File: config.mk
export PLATFORM = sky130hd
export DESIGN_NAME = i2c_cfg_sequencer
export DESIGN_NICKNAME = d
export VERILOG_FILES = /design/src/rtl/i2c_cfg_sequencer.sv
export SDC_FILE = /design/constraint.sdc
export NUM_CORES = 1
export LEC_CHECK = 0
export ABC_AREA = 0
export CAP_MARGIN = 10
export CORE_MARGIN = 2
export CORE_UTILIZATION = 50
export CTS_BUF_LIST = sky130_fd_sc_hd__clkbuf_16
export CTS_CLUSTER_SIZE = 20
export DETAILED_ROUTE_END_ITERATION = 10
export GPL_TIMING_DRIVEN = 1
export PLACE_DENSITY = 0.87
export SLEW_MARGIN = 20
export SYNTH_ARGS = -nofsm -noshare
export SYNTH_HDL_FRONTEND = slang
export SYNTH_SLANG_ARGS = --single-unit
File: constraint.sdc
create_clock -name clk -period 2.5 [get_ports clk]
set_clock_uncertainty 0.15 [all_clocks]
set_input_delay 0.5 -clock clk [delete_from_list [all_inputs] [get_ports clk]]
set_output_delay 0.5 -clock clk [all_outputs]
set_load 0.05 [all_outputs]
File: src/rtl/i2c_cfg_sequencer.sv
// i2c_cfg_sequencer: walks a {reg_addr, reg_val} table ROM after power-up.
// Each entry becomes one SCCB-style 3-byte write on the byte-level I2C master:
// START, DEV_ADDR, reg_addr, reg_val, STOP. The table can also hold delay
// entries (16'hFFF0) and an end marker (16'hFFFF). A command that hangs
// longer than TIMEOUT_CYCLES resets the master and ends the load with err.
//
// Master handshake: a command is offered while the FSM is in CMD. m_i2c_en is
// asserted only while the master reports m_ready=1, so the master's accept is
// the cycle where m_i2c_en && m_ready. The FSM then waits for m_ready to fall
// (accepted) and rise again (finished) before it offers the next command.
module i2c_cfg_sequencer #(
    parameter logic [7:0] DEV_ADDR       = 8'h42,
    parameter int         ROM_AW         = 8,
    parameter int         DELAY_CYCLES   = 1_000_000,
    parameter int         TIMEOUT_CYCLES = 20_000,
    parameter int         GAP_CYCLES     = 1_000
) (
    input  logic              clk,
    input  logic              reset,
    input  logic              go,
    output logic [ROM_AW-1:0] rom_addr,
    input  logic [15:0]       rom_data,
    output logic [7:0]        m_tx_data,
    output logic              m_start,
    output logic              m_stop,
    output logic              m_i2c_en,
    input  logic              m_ready,
    input  logic              m_tx_done,
    output logic              m_rst,
    output logic              busy,
    output logic              done,
    output logic              err,
    output logic [ROM_AW-1:0] entry_cnt
);

    // One wait counter serves GAP, DELAY and the CMD/ACC timeout; it is
    // cleared on entry to each of those phases, so the phases never overlap.
    localparam int CNT_MAX_A = (DELAY_CYCLES > GAP_CYCLES) ? DELAY_CYCLES : GAP_CYCLES;
    localparam int CNT_MAX   = (CNT_MAX_A > TIMEOUT_CYCLES) ? CNT_MAX_A : TIMEOUT_CYCLES;
    localparam int CW        = $clog2(CNT_MAX + 1);

    localparam logic [CW-1:0] TMO_LAST = CW'(TIMEOUT_CYCLES - 1);
    localparam logic [CW-1:0] GAP_LAST = CW'(GAP_CYCLES - 1);
    localparam logic [CW-1:0] DLY_LAST = CW'(DELAY_CYCLES - 1);

    localparam logic [15:0] MARK_END   = 16'hFFFF;
    localparam logic [15:0] MARK_DELAY = 16'hFFF0;
    localparam logic [2:0]  STEP_LAST  = 3'd4;

    typedef enum logic [3:0] {
        S_IDLE,
        S_FETCH,
        S_DECODE,
        S_CMD,
        S_ACC,
        S_CMPL,
        S_GAP,
        S_DELAY,
        S_DONE
    } state_t;

    state_t            state_q, state_d;
    logic [ROM_AW-1:0] rom_addr_q, rom_addr_d;
    logic [ROM_AW-1:0] entry_cnt_q, entry_cnt_d;
    logic [7:0]        reg_addr_q, reg_addr_d;
    logic [7:0]        reg_val_q, reg_val_d;
    logic [7:0]        tx_data_q, tx_data_d;
    logic [2:0]        step_q, step_d;
    logic [CW-1:0]     cnt_q, cnt_d;
    logic              issued_q, issued_d;
    logic              busy_q, busy_d;
    logic              done_q, done_d;
    logic              err_q, err_d;
    logic              m_rst_q, m_rst_d;
    // Byte-complete flag of the current command, kept for debug probes only.
    logic              tx_done_seen_q, tx_done_seen_d;
    logic              cmd_timeout;

    // Byte carried by each step of the 5-command transaction (0 for START/STOP).
    function automatic logic [7:0] step_byte(input logic [2:0] s,
                                             input logic [7:0] ra,
                                             input logic [7:0] rv);
        case (s)
            3'd1:    step_byte = DEV_ADDR;
            3'd2:    step_byte = ra;
            3'd3:    step_byte = rv;
            default: step_byte = 8'h00;
        endcase
    endfunction

    assign cmd_timeout = (cnt_q == TMO_LAST);

    // Command fields: en only in CMD and only while the master is ready.
    assign m_i2c_en  = (state_q == S_CMD) && m_ready;
    assign m_start   = (state_q == S_CMD) && (step_q == 3'd0);
    assign m_stop    = (state_q == S_CMD) && (step_q == STEP_LAST);
    assign m_tx_data = tx_data_q;
    assign rom_addr  = rom_addr_q;
    assign entry_cnt = entry_cnt_q;
    assign m_rst     = m_rst_q;
    assign busy      = busy_q;
    assign done      = done_q;
    assign err       = err_q;

    // Next-state and datapath updates for the table walk.
    always_comb begin
        state_d        = state_q;
        rom_addr_d     = rom_addr_q;
        entry_cnt_d    = entry_cnt_q;
        reg_addr_d     = reg_addr_q;
        reg_val_d      = reg_val_q;
        tx_data_d      = tx_data_q;
        step_d         = step_q;
        cnt_d          = cnt_q;
        issued_d       = issued_q;
        busy_d         = busy_q;
        done_d         = done_q;
        err_d          = err_q;
        m_rst_d        = 1'b0;
        tx_done_seen_d = tx_done_seen_q | m_tx_done;

        case (state_q)
            S_IDLE: begin
                if (go) begin
                    rom_addr_d  = '0;
                    entry_cnt_d = '0;
                    done_d      = 1'b0;
                    err_d       = 1'b0;
                    busy_d      = 1'b1;
                    state_d     = S_FETCH;
                end
            end
            S_FETCH: state_d = S_DECODE;
            S_DECODE: begin
                cnt_d = '0;
                if (rom_data == MARK_END) begin
                    state_d = S_DONE;
                end else if (rom_data == MARK_DELAY) begin
                    state_d = S_DELAY;
                end else begin
                    reg_addr_d     = rom_data[15:8];
                    reg_val_d      = rom_data[7:0];
                    step_d         = 3'd0;
                    issued_d       = 1'b0;
                    tx_done_seen_d = 1'b0;
                    state_d        = S_CMD;
                end
            end
            S_CMD: begin
                cnt_d = cnt_q + 1'b1;
                if (cmd_timeout) begin
                    m_rst_d   = 1'b1;
                    err_d     = 1'b1;
                    busy_d    = 1'b0;
                    tx_data_d = 8'h00;
                    state_d   = S_IDLE;
                end else if (m_ready) begin
                    issued_d = 1'b1;
                end else if (issued_q) begin
                    state_d = S_ACC;
                end
            end
            S_ACC: begin
                cnt_d = cnt_q + 1'b1;
                if (cmd_timeout) begin
                    m_rst_d   = 1'b1;
                    err_d     = 1'b1;
                    busy_d    = 1'b0;
                    tx_data_d = 8'h00;
                    state_d   = S_IDLE;
                end else if (m_ready) begin
                    // Load the next byte now so it is stable a cycle before en.
                    tx_data_d = step_byte(step_q + 3'd1, reg_addr_q, reg_val_q);
                    state_d   = S_CMPL;
                end
            end
            S_CMPL: begin
                cnt_d = '0;
                if (step_q < STEP_LAST) begin
                    step_d         = step_q + 3'd1;
                    issued_d       = 1'b0;
                    tx_done_seen_d = 1'b0;
                    state_d        = S_CMD;
                end else begin
                    entry_cnt_d = entry_cnt_q + 1'b1;
                    state_d     = S_GAP;
                end
            end
            S_GAP: begin
                cnt_d = cnt_q + 1'b1;
                if (cnt_q == GAP_LAST) begin
                    if (rom_addr_q == {ROM_AW{1'b1}}) begin
                        state_d = S_DONE;
                    end else begin
                        rom_addr_d = rom_addr_q + 1'b1;
                        state_d    = S_FETCH;
                    end
                end
            end
            S_DELAY: begin
                cnt_d = cnt_q + 1'b1;
                if (cnt_q == DLY_LAST) begin
                    rom_addr_d = rom_addr_q + 1'b1;
                    state_d    = S_FETCH;
                end
            end
            S_DONE: begin
                done_d  = 1'b1;
                busy_d  = 1'b0;
                state_d = S_IDLE;
            end
            default: state_d = S_IDLE;
        endcase
    end

    // State and datapath registers; reset returns everything to idle zeros.
    always_ff @(posedge clk or posedge reset) begin
        if (reset) begin
            state_q        <= S_IDLE;
            rom_addr_q     <= '0;
            entry_cnt_q    <= '0;
            reg_addr_q     <= 8'h00;
            reg_val_q      <= 8'h00;
            tx_data_q      <= 8'h00;
            step_q         <= 3'd0;
            cnt_q          <= '0;
            issued_q       <= 1'b0;
            busy_q         <= 1'b0;
            done_q         <= 1'b0;
            err_q          <= 1'b0;
            m_rst_q        <= 1'b0;
            tx_done_seen_q <= 1'b0;
        end else begin
            state_q        <= state_d;
            rom_addr_q     <= rom_addr_d;
            entry_cnt_q    <= entry_cnt_d;
            reg_addr_q     <= reg_addr_d;
            reg_val_q      <= reg_val_d;
            tx_data_q      <= tx_data_d;
            step_q         <= step_d;
            cnt_q          <= cnt_d;
            issued_q       <= issued_d;
            busy_q         <= busy_d;
            done_q         <= done_d;
            err_q          <= err_d;
            m_rst_q        <= m_rst_d;
            tx_done_seen_q <= tx_done_seen_d;
        end
    end

endmodule
==> impl_results.md <==
* CTS tree: yes
* Crit. path cell count at 5
* Post-DR vias/cell at 6.05
* Clk root buf: clkbuf_16
* Final worst setup slack at 0.0401 ns
* Worst setup endpoint: state_q[0]
* Startpoint Class: flop
* Clk_lat worst skew at 0.34 ns
* Peak supply drop at 768 uV
* Final hold violation count at 0
* H-tree depth at 3
* Antenna violations before repair at 0
* Number of flops mapped to enable cells by yosys at 0
* Via count at 3439
* Fin. max-slew vios at 0
* Placed cells at 550
* Post-synth ARST share at 1.00
* Hpwl dp at 6800 um
* Grt total ovfl at 0
* Syn_nets at 411
* Layout cells sized above 1 at 0.190
* Setup CP Type: flop to flop
* Worst EP arrival at 2.53 ns
* Hold slack at 0.339 ns
* Min-delay src: done
* Top-Level Pins at 52
* Initial DRC Count at 209
* Clock sink count at 72
* Met2 usage at 0.398
* CP bufs+invs at 0
* DIE WIDTH at 91.4 um
* Leakage at 2.13 nW
* Routed WL at 9580 um
* Final core utilization at 0.689
* DRC errors left at 0
* Syn Std Cell Area at 3820 sq um
* Synth Register Bits at 72
* Max Cap Viol at 0
* DIE HEIGHT at 91.4 um
* N_diodes at 0
* Syn Inst Count at 383
* CTS hold repair buffers at 0
* Post-synth top flop: dfrtp_1
* Min cycle time layout at 2.46 ns
* Non-filler cells, final at 568
* CP max stage delay at 0.58 ns
* GP Congestion at 0.919
* Row Count at 31
* Worst path top cell family by delay: simple AND/OR/NAND/NOR gates
* CP Capture Type: flop
* Worst Path Max Fanout at 3
* Sequential-to-total area share from yosys stat at 0.472
* CTS buffer count at 9
* Finish-stage setup viols at 0
* Clock transition at path regs at 0.06 ns
* Nets@finish at 492
* GR Layer Usage met3 at 0.0539
* R2r endpoint: state_q[0]
* F_max at 407 MHz
* R2r setup slk at 0.04 ns
* Hold Path Cell Cnt at 2
* Initial Util at 0.521
* Vias in the first global route at 3445
* Layout area overhead at 32.3%
* Mean Syn Cell Area at 9.97 sq um
* First-pass GRT wire length at 16500 um
* GR Layer Usage met1 at 0.320
* Relative slew margins at 0.656
* Drt first pass iters at 5
* R2R Path Start: cnt_q[17]
* CTS Buffer Depth at 2
* RSZ-0062 raised after global routing: yes
* Slowest CP cell: or4_4
* Worst Reg2Reg Path Length in Cells at 5
* Antenna-violating nets left at 0
* Pre-CTS setup slack at -0.200 ns
* Req. time, crit path at 2.57 ns
* Synthesis Warnings at 0
* Worst slew pin tran at 0.515 ns
* Critical Path, Cell by Cell: or4_4, nor4_4, a21oi_1, or4b_1, mux2_4
* Gr busiest metal: met2
* Crit. Startpoint: cnt_q[17]
* Unique cell type count in the Yosys netlist at 64
* Core ar. at 7330 sq um
* Global Route Usage Sum at 0.244
* Final Cycle Share at 0.984
* Port Buffers at 50
* Worst hold path class: flop to flop
* Largest net degree at the start of global routing at 73
* Status: finished clean
* Routed wire per std cell at 16.9 um
* Die area at 8350 sq um
* Pwr Density at 1200 nW/um^2
[through the flow]
step	TNS [ns]	power, mW	cell area, sq um
floorplan	0	3.68	3820
global placement	-2.27	4.53	4690
detailed placement	-2.72	4.63	4690
finish	0	6.09	5050
CTS	0	6.04	5020
global route	-0.153	6.42	5050
[worst reg2reg max path, stage by stage, from the launching register on]
cell	delay, ns
dfrtp_1	0.38
or4_4	0.58
nor4_4	0.39
a21oi_1	0.10
or4b_1	0.48
mux2_4	0.27
[state kept, by name (all words and copies together) (netlist names), 3 cells and up]
name / cells
reg_val_q: 8
entry_cnt: 8
rom_addr: 8
state_q: 4
m_tx_data: 8
reg_addr_q: 8
step_q: 3
cnt_q: 20
[worst min-delay path by stage]
stage	slack [ns]	endpoint
5_1_grt	0.38	cnt_q[9]
3_3_place_gp	0.32	done
6_report	0.34	done
3_5_place_dp	0.32	done
4_1_cts	0.34	done
2_1_floorplan	0.31	reg_addr_q[1]
[power by group]
group / leakage [nW] / switching [mW] / internal [mW]
Combinational: 1.04 / 1.65 / 1.16
Clock: 0.153 / 0.510 / 0.874
Sequential: 0.940 / 0.355 / 1.54
Total: 2.13 / 2.52 / 3.57
[layout by cell type, fill, tap and decap left out, types with 6 or more instances in the layout]
master and count:
a22oi_1 6, and3_1 9, dfrtp_1 71, o21ai_0 20, o211ai_1 6, inv_1 17, nand3_1 20, o31ai_1 11
nand4_1 13, clkdlybuf4s50_1 47, clkbuf_16 9, ha_1 7, buf_4 34, nor2_1 24, mux2_2 15, xor2_1 7
nor3_1 6, nand2_1 35, o22ai_1 6
[per-layer routing]
metal  wire [um]  share of wire  up-vias
met5           0              0        -
met4         191          0.020        0
met3         522          0.055       26
li1            -              -     1592
met1        4090           0.43     1707
met2        4780           0.50      114
[cells by family after synthesis]
family / Yosys count / synth area share
compound gates: 86 / 0.161
xor+xnor: 8 / 0.0183
fa+ha+maj: 7 / 0.0229
buf+inv: 34 / 0.0360
flops: 72 / 0.472
mux: 25 / 0.0734
simple gates: 151 / 0.216
[timing repair]
| action | CTS | global route |
|---|---|---|
| setup buffers | 0 | 2 |
| gates resized for setup | 2 | 6 |
| pin swaps | 1 | 6 |
| setup endpoints to repair | 4 | 8 |
[area by class of cell]
type / count / area, sq um
clock buffers: 9 / 225
clock inverters: 7 / 96.3
fillers: 527 / 2280
inverters: 17 / 63.8
multi-input cells: 277 / 1900
flip-flops and latches: 72 / 1800
well taps: 99 / 124
repair buffers: 87 / 837
[cells in the mapped netlist (3+ instances only)]
master    instances  share of area
nand3_1          20          0.026
mux2_2           16          0.047
nand4_1          13          0.021
o22ai_1           6         0.0098
a31oi_1           5         0.0082
mux2_1            4          0.012
and3_1            9          0.015
o41ai_1           4         0.0092
and4_1            3         0.0069
clkbuf_1         12          0.012
nor2_1           25          0.025
inv_1            17          0.017
nor2b_1           5         0.0082
or3b_2            3         0.0069
o31ai_1          11          0.022
a21oi_1           5         0.0065
ha_1              7          0.023
nand2_1          36          0.035
nand3b_1          3         0.0059
xor2_1            7          0.016
a22oi_1           6          0.012
o21ai_0          20          0.026
nor4_1            5         0.0082
and2_1            3         0.0049
o211ai_1          6          0.012
or4_1             4         0.0079
nor3_1            6         0.0079
mux2i_1           4          0.010
dfrtp_1          72           0.47
No activity file was read; power rests on OpenSTA's default activity.
